[src/rtl/posit_pkg.sv]
// Shared posit types: formats, operation/rounding enums, status flags and
// the divsqrt arbiter state and request types.
package posit_pkg;

    typedef enum logic [1:0] {
        POSIT16_ES1 = 2'd0,
        POSIT8_ES0  = 2'd1,
        POSIT32_ES2 = 2'd2
    } posit_format_e;

    localparam int unsigned POSIT_MAX_WIDTH = 32;

    function automatic int unsigned posit_width(posit_format_e fmt);
        case (fmt)
            POSIT8_ES0:  return 8;
            POSIT32_ES2: return 32;
            default:     return 16;
        endcase
    endfunction

    typedef enum logic {
        DIV  = 1'b0,
        SQRT = 1'b1
    } operation_e;

    typedef enum logic [2:0] {
        RNE = 3'd0,
        RTZ = 3'd1,
        RDN = 3'd2,
        RUP = 3'd3,
        RMM = 3'd4
    } roundmode_e;

    // nv is bit 4, dz bit 3
    typedef struct packed {
        logic nv;
        logic dz;
        logic of;
        logic uf;
        logic nx;
    } status_t;

    typedef enum logic [1:0] {
        IDLE  = 2'd0,
        ISSUE = 2'd1,
        RESP  = 2'd2
    } divsqrt_arb_state_e;

    // Format-independent view of one request, sized for the widest format
    typedef struct packed {
        logic [1:0][POSIT_MAX_WIDTH-1:0] operands;
        operation_e                      op;
        roundmode_e                      rnd;
        logic                            tag;
    } divsqrt_req_t;

endpackage

[src/rtl/rr_arbiter_ptr.sv]
// Round-robin grant: first valid requester at or after the pointer, wrapping.
module rr_arbiter_ptr #(
    parameter  int unsigned NUM_REQ = 4,
    localparam int unsigned IDW     = $clog2(NUM_REQ)
) (
    input  logic [NUM_REQ-1:0] valid_i,
    input  logic [IDW-1:0]     ptr_i,
    output logic [NUM_REQ-1:0] gnt_o,
    output logic [IDW-1:0]     gnt_idx_o,
    output logic               gnt_any_o
);

    int unsigned idx;

    // Scan from the pointer position and keep the first valid hit
    always_comb begin
        gnt_o     = '0;
        gnt_idx_o = '0;
        gnt_any_o = 1'b0;
        idx       = 0;
        for (int unsigned i = 0; i < NUM_REQ; i++) begin
            idx = (32'(ptr_i) + i) % NUM_REQ;
            if (!gnt_any_o && valid_i[IDW'(idx)]) begin
                gnt_any_o          = 1'b1;
                gnt_idx_o          = IDW'(idx);
                gnt_o[IDW'(idx)]   = 1'b1;
            end
        end
    end

endmodule

[src/rtl/posit_divsqrt_arbiter.sv]
// Shares one posit divsqrt datapath among NUM_REQ requesters, one operation
// in flight, round-robin arbitration, result returned with requester id.
module posit_divsqrt_arbiter
    import posit_pkg::*;
#(
    parameter  posit_format_e pFormat = posit_format_e'(0),
    parameter  int unsigned   NUM_REQ = 4,
    localparam int unsigned   WIDTH   = posit_width(pFormat),
    localparam int unsigned   IDW     = $clog2(NUM_REQ)
) (
    input  logic                               clk_i,
    input  logic                               rst_i,
    input  logic                               flush_i,
    input  logic [NUM_REQ-1:0]                 req_valid_i,
    output logic [NUM_REQ-1:0]                 req_ready_o,
    input  logic [NUM_REQ-1:0][1:0][WIDTH-1:0] req_operands_i,
    input  operation_e [NUM_REQ-1:0]           req_op_i,
    input  roundmode_e [NUM_REQ-1:0]           req_rnd_i,
    input  logic [NUM_REQ-1:0]                 req_tag_i,
    output logic                               resp_valid_o,
    input  logic                               resp_ready_i,
    output logic [IDW-1:0]                     resp_id_o,
    output logic [WIDTH-1:0]                   resp_result_o,
    output status_t                            resp_status_o,
    output logic                               resp_tag_o,
    output logic                               du_valid_o,
    input  logic                               du_ready_i,
    output logic [1:0][WIDTH-1:0]              du_operands_o,
    output operation_e                         du_op_o,
    output roundmode_e                         du_rnd_o,
    output logic                               du_tag_o,
    output logic                               du_flush_o,
    input  logic                               du_valid_i,
    output logic                               du_ready_o,
    input  logic [WIDTH-1:0]                   du_result_i,
    input  status_t                            du_status_i,
    input  logic                               du_tag_i,
    output logic                               busy_o
);

    // Issue register holds exactly WIDTH-bit operands for this instance
    typedef struct packed {
        logic [1:0][WIDTH-1:0] operands;
        operation_e            op;
        roundmode_e            rnd;
        logic                  tag;
    } issue_t;

    typedef struct packed {
        logic [WIDTH-1:0] result;
        status_t          status;
        logic             tag;
    } result_t;

    divsqrt_arb_state_e state_q, state_d;
    logic [IDW-1:0]     rr_ptr_q, rr_ptr_d;
    logic [IDW-1:0]     id_q, id_d;
    issue_t             issue_q, issue_d;
    result_t            res_q, res_d;

    logic [NUM_REQ-1:0] gnt_oh;
    logic [IDW-1:0]     gnt_idx;
    logic               gnt_any;

    rr_arbiter_ptr #(.NUM_REQ(NUM_REQ)) u_rr (
        .valid_i   (req_valid_i),
        .ptr_i     (rr_ptr_q),
        .gnt_o     (gnt_oh),
        .gnt_idx_o (gnt_idx),
        .gnt_any_o (gnt_any)
    );

    // Next-state, capture and grant logic; flush overrides the case result
    always_comb begin
        state_d     = state_q;
        rr_ptr_d    = rr_ptr_q;
        id_d        = id_q;
        issue_d     = issue_q;
        res_d       = res_q;
        req_ready_o = '0;
        unique case (state_q)
            IDLE: begin
                if (gnt_any && !flush_i && !rst_i) begin
                    req_ready_o      = gnt_oh;
                    issue_d.operands = req_operands_i[gnt_idx];
                    issue_d.op       = req_op_i[gnt_idx];
                    issue_d.rnd      = req_rnd_i[gnt_idx];
                    issue_d.tag      = req_tag_i[gnt_idx];
                    id_d             = gnt_idx;
                    rr_ptr_d         = (32'(gnt_idx) == NUM_REQ - 1) ? '0 : gnt_idx + IDW'(1);
                    state_d          = ISSUE;
                end
            end
            ISSUE: begin
                if (du_valid_i && du_ready_i) begin
                    res_d   = '{result: du_result_i, status: du_status_i, tag: du_tag_i};
                    state_d = RESP;
                end
            end
            RESP: begin
                if (resp_ready_i) begin
                    state_d = IDLE;
                end
            end
            default: state_d = IDLE;
        endcase
        if (flush_i) begin
            state_d = IDLE;
            issue_d = '0;
            res_d   = '0;
            id_d    = '0;
        end
    end

    // State and data registers with synchronous reset
    always_ff @(posedge clk_i) begin
        if (rst_i) begin
            state_q  <= IDLE;
            rr_ptr_q <= '0;
            id_q     <= '0;
            issue_q  <= '0;
            res_q    <= '0;
        end else begin
            state_q  <= state_d;
            rr_ptr_q <= rr_ptr_d;
            id_q     <= id_d;
            issue_q  <= issue_d;
            res_q    <= res_d;
        end
    end

    assign du_valid_o    = (state_q == ISSUE);
    assign du_ready_o    = (state_q == ISSUE);
    assign du_operands_o = issue_q.operands;
    assign du_op_o       = issue_q.op;
    assign du_rnd_o      = issue_q.rnd;
    assign du_tag_o      = issue_q.tag;
    assign du_flush_o    = flush_i;

    assign resp_valid_o  = (state_q == RESP);
    assign resp_id_o     = id_q;
    assign resp_result_o = res_q.result;
    assign resp_status_o = res_q.status;
    assign resp_tag_o    = res_q.tag;

    assign busy_o        = (state_q != IDLE);

endmodule

[config.mk]
export PLATFORM = sky130hd
export DESIGN_NAME = posit_divsqrt_arbiter
export DESIGN_NICKNAME = d
export VERILOG_FILES = /design/src/rtl/posit_pkg.sv /design/src/rtl/rr_arbiter_ptr.sv /design/src/rtl/posit_divsqrt_arbiter.sv
export SDC_FILE = /design/constraint.sdc
export NUM_CORES = 1
export LEC_CHECK = 0
export ABC_AREA = 1
export CORE_ASPECT_RATIO = 1.5
export CORE_MARGIN = 2
export CORE_UTILIZATION = 35
export DETAILED_ROUTE_END_ITERATION = 8
export HOLD_SLACK_MARGIN = 0.02
export PLACE_DENSITY = 0.8
export SYNTH_ARGS = -nofsm -noshare
export SYNTH_HDL_FRONTEND = slang
export SYNTH_SLANG_ARGS = --single-unit
[constraint.sdc]
create_clock -name clk_i -period 2.18 [get_ports clk_i]
set_input_delay 0.436 -clock clk_i [delete_from_list [all_inputs] [get_ports clk_i]]
set_output_delay 0.436 -clock clk_i [all_outputs]
set_load 0.01 [all_outputs]
==> flow_summary.rst <==
.. list-table::
   :header-rows: 1

   * - Metric
     - Value
   * - Outcome
     - complete, but fails checks
   * - Violated checks
     - negative setup slack
   * - Smallest setup slack after layout
     - -0.156 ns
   * - Post-Synthesis Mean Instance Area
     - about 6.3 um2
   * - Total clock sinks
     - 65
   * - Fraction of final layout cells with drive strength greater than 1
     - 0.123
   * - Fin Clk Skew
     - just under 0.008 ns
   * - Data arrival time of the worst path
     - between 1.5 and 2 ns
   * - Max Slew Vio Count
     - 0
   * - Placer congestion estimate
     - between 0.9 and 1
   * - Number of cells on the worst hold path
     - 2
   * - Overall track demand over capacity in global routing
     - 0.260
   * - Vias in the first global route
     - 5407
   * - Dpl hpwl
     - ~12000 um
   * - Largest net degree at the start of global routing
     - just over 60
   * - Met1 usage
     - 0.302
   * - End of the worst register-to-register path
     - du_operands_o[20]$_SDFFE_PP0P_
   * - Post-synthesis instance area
     - around 0.0044 mm2
   * - Most Used Layer, Global Route
     - met2
   * - H-tree levels
     - 3
   * - Die Footprint
     - 0.0136 mm2
   * - Quantity of I/O buffers inserted on ports
     - approximately 250
   * - Share of Yosys cell area claimed by the top area cell type
     - 0.294
   * - Final Instance Area
     - ~0.008 mm2
   * - Pint
     - 4.04 mW
   * - Critical path capture point type
     - output pin
   * - F_max
     - approximately 0.43 GHz
   * - Power consumption
     - approximately 6.4 mW
   * - Setup Viol. Count Final
     - 42
   * - Reg-to-Reg Start
     - rr_ptr_q[0]$_SDFFE_PP0P_
   * - Number of synthesized register bits
     - 65
   * - Number of antenna violations at the first check in global routing
     - 0
   * - Global-route wire length before repair
     - about 27000 um
   * - Placement row count
     - 50
   * - Number of inserted diodes
     - 0
   * - Max Fanout on Critical Path
     - 4
   * - Clock network latency to the later pin of the worst-skew pair
     - 0.32 ns
   * - Number of cells in the finished layout apart from fillers
     - ~1100
   * - Total routed wirelength
     - between 15000 and 20000 um
   * - Top library cells by usage in the layout, fill and taps aside
     - 241 x sky130_fd_sc_hd__clkdlybuf4s50_1, 175 x sky130_fd_sc_hd__nand2_1, 107 x sky130_fd_sc_hd__nand3_1
   * - Critical-path cell list
     - inv_4 > ha_4 > inv_4 > nand3_4 > nand2_4 > nand2_1 > nor2_4 > a21oi_1 > o21ai_1 > nand2_1 > inv_1 > buf_2
   * - Cts-stage hold buffer count
     - 0
   * - NumNets Final
     - 1155
   * - Drt drc
     - 0
   * - DRC marker count from the first detailed-route iteration
     - 243
   * - FF-to-FF setup slack
     - -0.15 ns
   * - Hold Startpoint
     - resp_id_o[0]$_SDFFE_PP0P_
   * - Combinational power share
     - 0.552
   * - Ports placed on the boundary
     - 250
   * - Placement-stage cell area
     - between 0.007 and 0.008 mm2
   * - Shortest period the worst path allows
     - roughly 2.3 ns
   * - Residual antenna-violating net count after detailed routing
     - 0
   * - Top cell type by total area after synthesis
     - sky130_fd_sc_hd__dfxtp_1
   * - Post-route clock period utilization
     - 1.07
   * - Area Overhead vs Synth
     - 81.2%
   * - Effective utilization at floorplan
     - 0.357
   * - Switching power summed over all nets
     - 2.40 mW
   * - Met3 capacity usage during global routing
     - 0.0356
   * - Largest vdd supply drop
     - between 0.5 and 0.6 mV
   * - TritonCTS clock tree
     - built
   * - Power density cells
     - around 800 mW/mm2
   * - Worst slew pin tran
     - around 0.74 ns
   * - Largest incremental delay on the critical path
     - about 0.36 ns
   * - Met2 Usage GRT
     - 0.453
   * - RSZ-0062 raised after global routing
     - true
   * - Overflow after GRT
     - 0
   * - Leading cell types by total area after synthesis
     - sky130_fd_sc_hd__dfxtp_1 29%, sky130_fd_sc_hd__nand2_1 15%, sky130_fd_sc_hd__nand3_1 13%
   * - Class of the tightest hold or removal check
     - reg -> reg
   * - Hold path endpoint
     - resp_id_o[0]$_SDFFE_PP0P_
   * - Lkg Pwr
     - 3.75 nW
   * - Worst setup path category
     - reg -> out
   * - Drt pass-1 iters
     - 5
   * - Launching element type of the critical path
     - flip-flop
   * - Fraction of the yosys area taken by sequential cells
     - 0.294
   * - Clock tree root driver cell
     - sky130_fd_sc_hd__clkbuf_16
   * - Number of nets in the synthesized netlist
     - about 900
   * - Vertical die dimension
     - ~140 um
   * - Placed cell count
     - roughly 1100
   * - Unique cell type count in the Yosys netlist
     - 28
   * - Crit path max-delay cell type
     - sky130_fd_sc_hd__dfxtp_4
   * - Clock transition at the registers of the reported paths
     - approximately 0.050 ns
   * - Maxcap violations
     - 0
   * - Clock buffer count from CTS
     - 9
   * - Detail-routed net length per standard cell
     - ~16 um
   * - Synthesized netlist cell count
     - approximately 700
   * - Yosys warning total
     - 0
   * - Final hold viol count
     - 0
   * - Die W
     - ~96 um
   * - Placeable core region
     - roughly 0.012 mm2
   * - Longest Clk Path Bufs
     - 2
   * - Most common cell after layout, fill and taps aside
     - sky130_fd_sc_hd__clkdlybuf4s50_1
   * - Detailed-route vias per instance
     - 5.00
   * - Worst path required time
     - 1.74 ns
   * - Worst max-slew margin expressed relative to the limit
     - 0.509
   * - Switching share of total power
     - 0.373
   * - Share of total power in the clock network
     - 0.227
   * - Total number of vias
     - 5639
   * - Sequential group share of total power
     - 0.222
   * - Worst Reg2Reg Path Length in Cells
     - 15
-- cell type report --
| type | instances | area (um2) |
|---|---|---|
| Clock buffer | 9 | 225 |
| Clock inverter | 7 | 78.8 |
| Fill cell | 1060 | 4370 |
| Inverter | 91 | 349 |
| Multi-Input combinational cell | 502 | 2670 |
| Sequential cell | 65 | 1310 |
| Tap cell | 156 | 195 |
| Timing Repair Buffer | 298 | 3200 |
-- registers in the layout, summed over array words and instances, names as in the netlist --
register and flops:
rr_ptr_q 2, resp_status_o 5, du_tag_o 1, resp_result_o 16, resp_id_o 2, du_rnd_o 3, resp_tag_o 1, du_op_o 1
du_operands_o 32, state_q 2
-- per-layer routing --
layer | vias to the layer above | share of wire
met1 | 2572 | 0.38
met4 | 0 | 0.043
li1 | 2782 | -
met2 | 231 | 0.52
met5 | - | 0
met3 | 54 | 0.052
-- stage by stage --
stage	hold WS [ns]	utilization	setup TNS, ns	setup slack [ns]
after floorplan	0.490	-	0	0.0445
after CTS	0.465	0.640	-2.51	-0.151
final	0.463	0.647	-4.03	-0.156
after global placement	0.453	0.584	-15.56	-0.618
after detailed placement	0.456	0.584	-16.60	-0.680
after global routing	0.480	0.647	-8.43	-0.266
-- critical path, delay by kind of cell (launching register included) --
kind | cells | cell delay, ns
AND/OR/NAND/NOR | 5 | 0.51
flip-flops | 1 | 0.36
buffers and inverters | 4 | 0.26
adder cells (fa/ha/maj) | 1 | 0.26
AO/OA/AOI/OAI | 2 | 0.18
-- power by group through the flow --
stage,clock network [mW],logic (mW),registers [mW]
4_1_cts,1.49,3.40,1.43
6_report,1.46,3.55,1.43
3_3_place_gp,0,2.72,1.45
3_5_place_dp,0,2.74,1.45
2_1_floorplan,0,1.47,1.52
5_1_grt,1.54,3.82,1.45
-- worst max path at each step --
| stage | startpoint | to | depth (start not counted) |
|---|---|---|---|
| 2_1_floorplan | rr_ptr_q[1]$_SDFFE_PP0P_ | req_ready_o[1] | 11 |
| 3_3_place_gp | req_valid_i[3] | req_ready_o[2] | 13 |
| 3_5_place_dp | req_valid_i[3] | req_ready_o[2] | 13 |
| 4_1_cts | rr_ptr_q[0]$_SDFFE_PP0P_ | req_ready_o[1] | 10 |
| 5_1_grt | rr_ptr_q[0]$_SDFFE_PP0P_ | req_ready_o[2] | 12 |
| 6_report | rr_ptr_q[0]$_SDFFE_PP0P_ | req_ready_o[2] | 12 |
-- cell families (layout without fill, tap and decap cells) --
| kind of cell | after synthesis | after routing | share of synthesized area |
|---|---|---|---|
| buffers and inverters | 138 | 405 | 0.133 |
| adders and majority gates | 8 | 8 | 0.0226 |
| DFF | 65 | 65 | 0.294 |
| AOI/OAI and AO/OA | 71 | 71 | 0.0975 |
| and+or+nand+nor | 423 | 423 | 0.453 |
-- repair_timing --
item	4_1_cts	5_1_grt
endpoints found under the hold margin	0	0
resized for setup	59	12
cloned	8	2
pin swaps	16	15
setup endpoints to repair	24	44
buffers inserted	6	3
-- cells in the mapped netlist --
library cell,instances
sky130_fd_sc_hd__nand4_4,1
sky130_fd_sc_hd__buf_1,2
sky130_fd_sc_hd__inv_4,1
sky130_fd_sc_hd__nand2_1,178
sky130_fd_sc_hd__inv_2,3
sky130_fd_sc_hd__nand3b_1,51
sky130_fd_sc_hd__buf_4,3
sky130_fd_sc_hd__nor3_1,1
sky130_fd_sc_hd__a21oi_1,18
sky130_fd_sc_hd__o211ai_2,9
sky130_fd_sc_hd__nand4_1,3
sky130_fd_sc_hd__o2111ai_1,1
sky130_fd_sc_hd__inv_1,87
sky130_fd_sc_hd__ha_1,8
sky130_fd_sc_hd__clkbuf_1,17
sky130_fd_sc_hd__o21ai_1,12
sky130_fd_sc_hd__nand3_1,111
sky130_fd_sc_hd__buf_6,4
sky130_fd_sc_hd__dfxtp_1,65
sky130_fd_sc_hd__nand2_4,3
sky130_fd_sc_hd__nand3_2,1
sky130_fd_sc_hd__nor2_1,62
sky130_fd_sc_hd__o211ai_1,2
sky130_fd_sc_hd__o21ai_0,29
sky130_fd_sc_hd__nand2_2,8
sky130_fd_sc_hd__buf_2,21
sky130_fd_sc_hd__nor3b_1,1
sky130_fd_sc_hd__nor2_2,3
Note: power is estimated with default switching activity, not from simulation.
